===== config.mk =====
export PLATFORM = sky130hd
export DESIGN_NAME = pid_term
export DESIGN_NICKNAME = d
export VERILOG_FILES = /design/src/rtl/pid_term.sv
export SDC_FILE = /design/constraint.sdc
export NUM_CORES = 1
export LEC_CHECK = 0
export BUFFER_PORTS_ARGS = -buffer_cell sky130_fd_sc_hd__buf_2
export CORE_UTILIZATION = 44
export DETAILED_ROUTE_END_ITERATION = 10
export SYNTH_ARGS = -nofsm -noshare
export SYNTH_HDL_FRONTEND = slang
export SYNTH_SLANG_ARGS = --single-unit

===== constraint.sdc =====
create_clock -name clk -period 5.49 [get_ports clk]
set_input_delay 0.549 -clock clk [delete_from_list [all_inputs] [get_ports clk]]
set_output_delay 0.549 -clock clk [all_outputs]
set_load 0.005 [all_outputs]

===== src/rtl/pid_term.sv =====
// Two-stage PID term generator: stage 1 saturates and registers each error sample
// and updates the integrator and history; stage 2 forms the P/I/D terms and their sum.
module pid_term #(
  parameter int         ERR_W   = 12,
  parameter int         SAT_W   = 10,
  parameter logic [3:0] P_COEFF = 4'h3,
  parameter logic [3:0] D_COEFF = 4'h2,
  parameter int         D_DEPTH = 4,
  parameter int         I_W     = 16,
  parameter int         I_SHIFT = 4
) (
  input  logic                            clk,
  input  logic                            rst,
  input  logic                            err_vld,
  input  logic signed [ERR_W-1:0]         error,
  input  logic                            clr_integ,
  output logic signed [SAT_W+3:0]         P_term,
  output logic signed [I_W-I_SHIFT-1:0]   I_term,
  output logic signed [SAT_W+3:0]         D_term,
  output logic signed [SAT_W+5:0]         PID,
  output logic                            out_vld
);

  localparam int PW = SAT_W + 4;
  localparam int IW = I_W - I_SHIFT;
  localparam int OW = SAT_W + 6;
  localparam int AW = ((PW > IW) ? PW : IW) + 2;
  localparam int FW = (AW > OW) ? AW : OW;

  localparam logic signed [SAT_W-1:0] SMAX  = {1'b0, {(SAT_W-1){1'b1}}};
  localparam logic signed [SAT_W-1:0] SMIN  = {1'b1, {(SAT_W-1){1'b0}}};
  localparam logic signed [ERR_W-1:0] EMAX  = ERR_W'(SMAX);
  localparam logic signed [ERR_W-1:0] EMIN  = ERR_W'(SMIN);
  localparam logic signed [I_W-1:0]   ISMAX = {1'b0, {(I_W-1){1'b1}}};
  localparam logic signed [I_W-1:0]   ISMIN = {1'b1, {(I_W-1){1'b0}}};
  localparam logic signed [FW-1:0]    OMAX  = FW'({1'b0, {(OW-1){1'b1}}});
  localparam logic signed [FW-1:0]    OMIN  = FW'($signed({1'b1, {(OW-1){1'b0}}}));
  localparam logic signed [PW-1:0]    PC    = PW'(P_COEFF);
  localparam logic signed [PW-1:0]    DC    = PW'(D_COEFF);

  logic [1:0]                         vld_pipe_q;
  logic signed [SAT_W-1:0]            s1_q, dif_q;
  logic signed [I_W-1:0]              integ_q;
  logic [D_DEPTH-1:0][SAT_W-1:0]      hist_q;

  logic signed [SAT_W-1:0]            esat_d, dsat_d;
  logic signed [SAT_W:0]              diff;
  logic signed [I_W:0]                isum;
  logic signed [I_W-1:0]              integ_d;

  // Stage-1 combinational: input clamp, derivative against the oldest sample,
  // and the saturating integrator sum.
  always_comb begin
    esat_d = error[SAT_W-1:0];
    if (error > EMAX)      esat_d = SMAX;
    else if (error < EMIN) esat_d = SMIN;

    diff   = {esat_d[SAT_W-1], esat_d} - {hist_q[D_DEPTH-1][SAT_W-1], hist_q[D_DEPTH-1]};
    dsat_d = diff[SAT_W-1:0];
    if (diff[SAT_W] != diff[SAT_W-1]) dsat_d = diff[SAT_W] ? SMIN : SMAX;

    isum    = {integ_q[I_W-1], integ_q} + {{(I_W+1-SAT_W){esat_d[SAT_W-1]}}, esat_d};
    integ_d = isum[I_W-1:0];
    if (isum[I_W] != isum[I_W-1]) integ_d = isum[I_W] ? ISMIN : ISMAX;
  end

  always_ff @(posedge clk) begin
    if (rst) begin
      vld_pipe_q <= '0;
      s1_q       <= '0;
      dif_q      <= '0;
      integ_q    <= '0;
      hist_q     <= '0;
    end else begin
      vld_pipe_q <= {vld_pipe_q[0], err_vld};
      if (err_vld) begin
        s1_q      <= esat_d;
        dif_q     <= dsat_d;
        hist_q[0] <= esat_d;
        for (int k = 1; k < D_DEPTH; k++) hist_q[k] <= hist_q[k-1];
      end
      // A clear wins over a coincident sample, which then never reaches the integrator.
      if (clr_integ)    integ_q <= '0;
      else if (err_vld) integ_q <= integ_d;
    end
  end

  logic signed [PW-1:0] p_d, d_d;
  logic signed [IW-1:0] i_d;
  logic signed [FW-1:0] sum;
  logic signed [OW-1:0] pid_d;

  always_comb begin
    p_d   = PW'(s1_q) * PC;
    d_d   = PW'(dif_q) * DC;
    i_d   = IW'(integ_q >>> I_SHIFT);
    sum   = FW'(p_d) + FW'(i_d) + FW'(d_d);
    pid_d = sum[OW-1:0];
    if (sum > OMAX)      pid_d = OMAX[OW-1:0];
    else if (sum < OMIN) pid_d = OMIN[OW-1:0];
  end

  logic signed [PW-1:0] p_q, d_q;
  logic signed [IW-1:0] i_q;
  logic signed [OW-1:0] pid_q;

  always_ff @(posedge clk) begin
    if (rst) begin
      p_q   <= '0;
      i_q   <= '0;
      d_q   <= '0;
      pid_q <= '0;
    end else if (vld_pipe_q[0]) begin
      p_q   <= p_d;
      i_q   <= i_d;
      d_q   <= d_d;
      pid_q <= pid_d;
    end
  end

  assign P_term  = p_q;
  assign I_term  = i_q;
  assign D_term  = d_q;
  assign PID     = pid_q;
  assign out_vld = vld_pipe_q[1];

endmodule


==> results.toml <==
[synthesis]
yosysSeqAreaShare = 0.339
ys.flop_type = "dfxtp_1"
synth_area_leaders = "dfxtp_1 (34%), mux2i_1 (12%), ha_1 (10%)"
netlist_instances = 777
synthMuxAreaShare = 0.117
synthArstFlopShare = 0
synth_xor_area_frac = 0.0451
synth_cell_types = 64
syn_avg_cell_area_um2 = 9.04
syn_nets = 866
synthSimpleGateAreaFrac = 0.150
synth_top_area_share = 0.339
synth_edf_count = 0
synth_area_leader_cell = "dfxtp_1"
syn_area_um2 = 7020
ys_warn_count = 0
ys_ff_latch = 119
synthAdderAreaFrac = 0.170
synth_compound_area_frac = 0.126
synth_top_family_by_area = "adder cells"

[worst_setup_path]
crit_start = "hist_q[1]"
cp-start-kind = "flop"
r2r_setup_slack_ns = 1.03
reg2reg_to = "PID[11]"
critPathSlowestCell = "or4b_2"
worst-endpoint-arrival_ns = 4.75
crit_chain = "ha_1 -> ha_1 -> fa_1 -> a21o_1 -> a21oi_1 -> o21bai_1 -> a21oi_1 -> xnor2_1 -> fa_1 -> ha_1 -> a21oi_1 -> a31oi_1 -> a21boi_0 -> or4b_2 -> o311ai_0"
crit_path_max_fanout = 4
cpPeakStageDelay_ns = 0.61
crit_type = "reg -> reg"
cp.required_ns = 5.78
reg2reg_depth = 15
r2r_start = "hist_q[1]"
crit_path_end_kind = "flop"

[timing]
hold_viol_final = 0
max_clock_freq_mhz = 224
fin_crit_sh = 0.812
fin_crit_ns = 4.46
rsz0062_at_grt = "no"
fin_skew_ns = 0.00798
slew_viol_final = 0
relSlewSlack = 0.450
tns_ns = 0
worst_pin_slew_ns = 0.826
setup_viol = 0

[clocking]
cts_resized = 0
cts.sinks = 119
cts_buffers = 17
clock_latency_ns = 0.41
cts.root.buffer_cell = "clkbuf_16"
clockBufferDepth = 2
cts.reportedPaths.clkPinSlew_ns = 0.05
cts_htree_levels = 4
postCtsSetupBuffers = 0
cts_tree = "yes"
hold_buffers = 0

[final_layout]
areaGrowthSynthToFinish_pct = 15.3
postLayoutCoreUtil = 0.526
antennaDiodeCount = 0
multi_input_area_um2 = 4280
finalInstanceArea_um2 = 8090
ff_latch_area_um2 = 2380
layout.nets = 922
drive_above_1_share = 0.155
fillers = 1441
final_common_cell = "nor2_1"
layout_common_cells = "nor2_1 (129), dfxtp_1 (118), mux2i_1 (82)"
stdcell_count = 1056

[global_routing]
grt_pass1_wl_um = 27300
grt_pass1_vias = 5390
antenna_found_initial = 0
grt_max_degree = 76
overflow = 0
grt_use_met1 = 0.275
globalRouteMet3Util = 0.0417
grt.total_usage = 0.216
top_usage_layer = "met2"
use_met2 = 0.365

[route]
wire_per_inst_um = 15.6
wl_um = 16500
drc = 0
drtPass1Iterations = 5
drtAntennaViolNets = 0
num_vias = 5558
drt_iter0_drc = 279
avgViaCountPerCell = 5.26

[flow_run]
drv_cap = 0

[placed_design]
placed_cell_area_um2 = 7480
gp_congestion = 0.860
io_buffers = 71
hpwl_um = 12400
place_inst = 1025

[floorplanning]
ios = 73
placementRows = 45
fp.dieH_um = 128
core_area_um2 = 15400
die_w_um = 128
die_area_um2 = 16500
start_util = 0.457

[pwr]
pwr-share-comb = 0.203
peakVddDrop_mv = 0.228
total_power_mw = 2.63
p_seq_frac = 0.364
p_per_area_nw_per_um2 = 325
leakagePower_nw = 3.69
p_int_mw = 1.90
p_sw_frac = 0.278
switching_power_uw = 731
clkPwrFrac = 0.433

[min_path]
hold_path.class = "in -> reg"
min_from = "clr_integ"
whs_endpoint = "integ_q[15]"
min_delay_path_depth = 2

[run_status]
run_status = "complete, no violations"
## power groups by stage
stage	Clock [mW]	Combinational [mW]	Sequential (mW)
finish	1.14	0.535	0.958
global route	1.20	0.603	0.963
CTS	1.16	0.537	0.958
detailed placement	0	0.531	0.976
global placement	0	0.519	0.975
floorplan	0	0.419	0.958
## state kept, by name (all words and copies together), names as in the netlist
| register | cells |
|---|---|
| I_term | 12 |
| integ_q | 16 |
| P_term | 13 |
| D_term | 10 |
| PID | 16 |
| dif_q | 10 |
| vld_pipe_q | 2 |
| hist_q | 40 |
## logic make-up (layout without fill, tap and decap cells)
kind of cell	count (synthesis)	after routing
other	1	1
adders and majority gates	88	88
muxes	82	82
buffers and inverters	84	152
and+or+nand+nor	235	235
AOI/OAI and AO/OA	134	134
DFF	119	119
xor gates and xnor gates	34	34
## critical path, delay by kind of cell (launching register included)
family / cells / cell delay (ns)
and+or+nand+nor: 1 / 0.61
AOI/OAI and AO/OA: 8 / 1.40
DFF: 1 / 0.34
xor gates and xnor gates: 1 / 0.20
adders and majority gates: 5 / 1.79
## worst max-delay path by stage
stage | endpoint | slack [ns] | cells after the start
finish | PID[11] | 1.03 | 15
global route | PID[11] | 0.79 | 15
CTS | PID[11] | 1.05 | 15
detailed placement | PID[11] | 1.09 | 15
global placement | PID[11] | 1.17 | 15
floorplan | PID[11] | 1.42 | 15
## per-layer routing
metal | vias up | wire, µm | part of all wire
met3 | 20 | 439 | 0.027
met1 | 2641 | 7900 | 0.48
li1 | 2805 | - | -
met2 | 92 | 7900 | 0.48
met5 | - | 0 | 0
met4 | 0 | 252 | 0.015
## cells in the mapped netlist, drive strengths merged, types with 3 or more instances
library cell	instances
or3	4
clkbuf	23
xor2	13
nor2b	5
buf	15
fa	16
nor3b	4
nand3	12
mux2i	82
a211o	3
xnor2	21
a31oi	7
a21oi	30
maj3	15
a21boi	4
inv	46
ha	57
o21bai	5
o311ai	4
dfxtp	119
a21o	12
nand2	41
nand2b	4
o21ai	37
nor2	129
o211ai	4
nand3b	3
a211oi	13
or2	3
nor3	16
o21a	5
## through the flow
step | hold slack [ns] | worst slack, ns
after global routing | 0.324 | 0.795
after detailed placement | 0.456 | 1.09
after floorplan | 0.432 | 1.42
after global placement | 0.446 | 1.17
after CTS | 0.323 | 1.05
final | 0.338 | 1.03
## cell type report
class / instances / share of cell area
inverter: 46 / 0.0213
multi-input combinational: 574 / 0.528
timing repair buffer: 75 / 0.0479
clock buffer: 23 / 0.0603
sequential: 119 / 0.295
clock inverter: 8 / 0.0148
tap: 211 / 0.0326
Note: power is estimated with default switching activity, not from simulation.
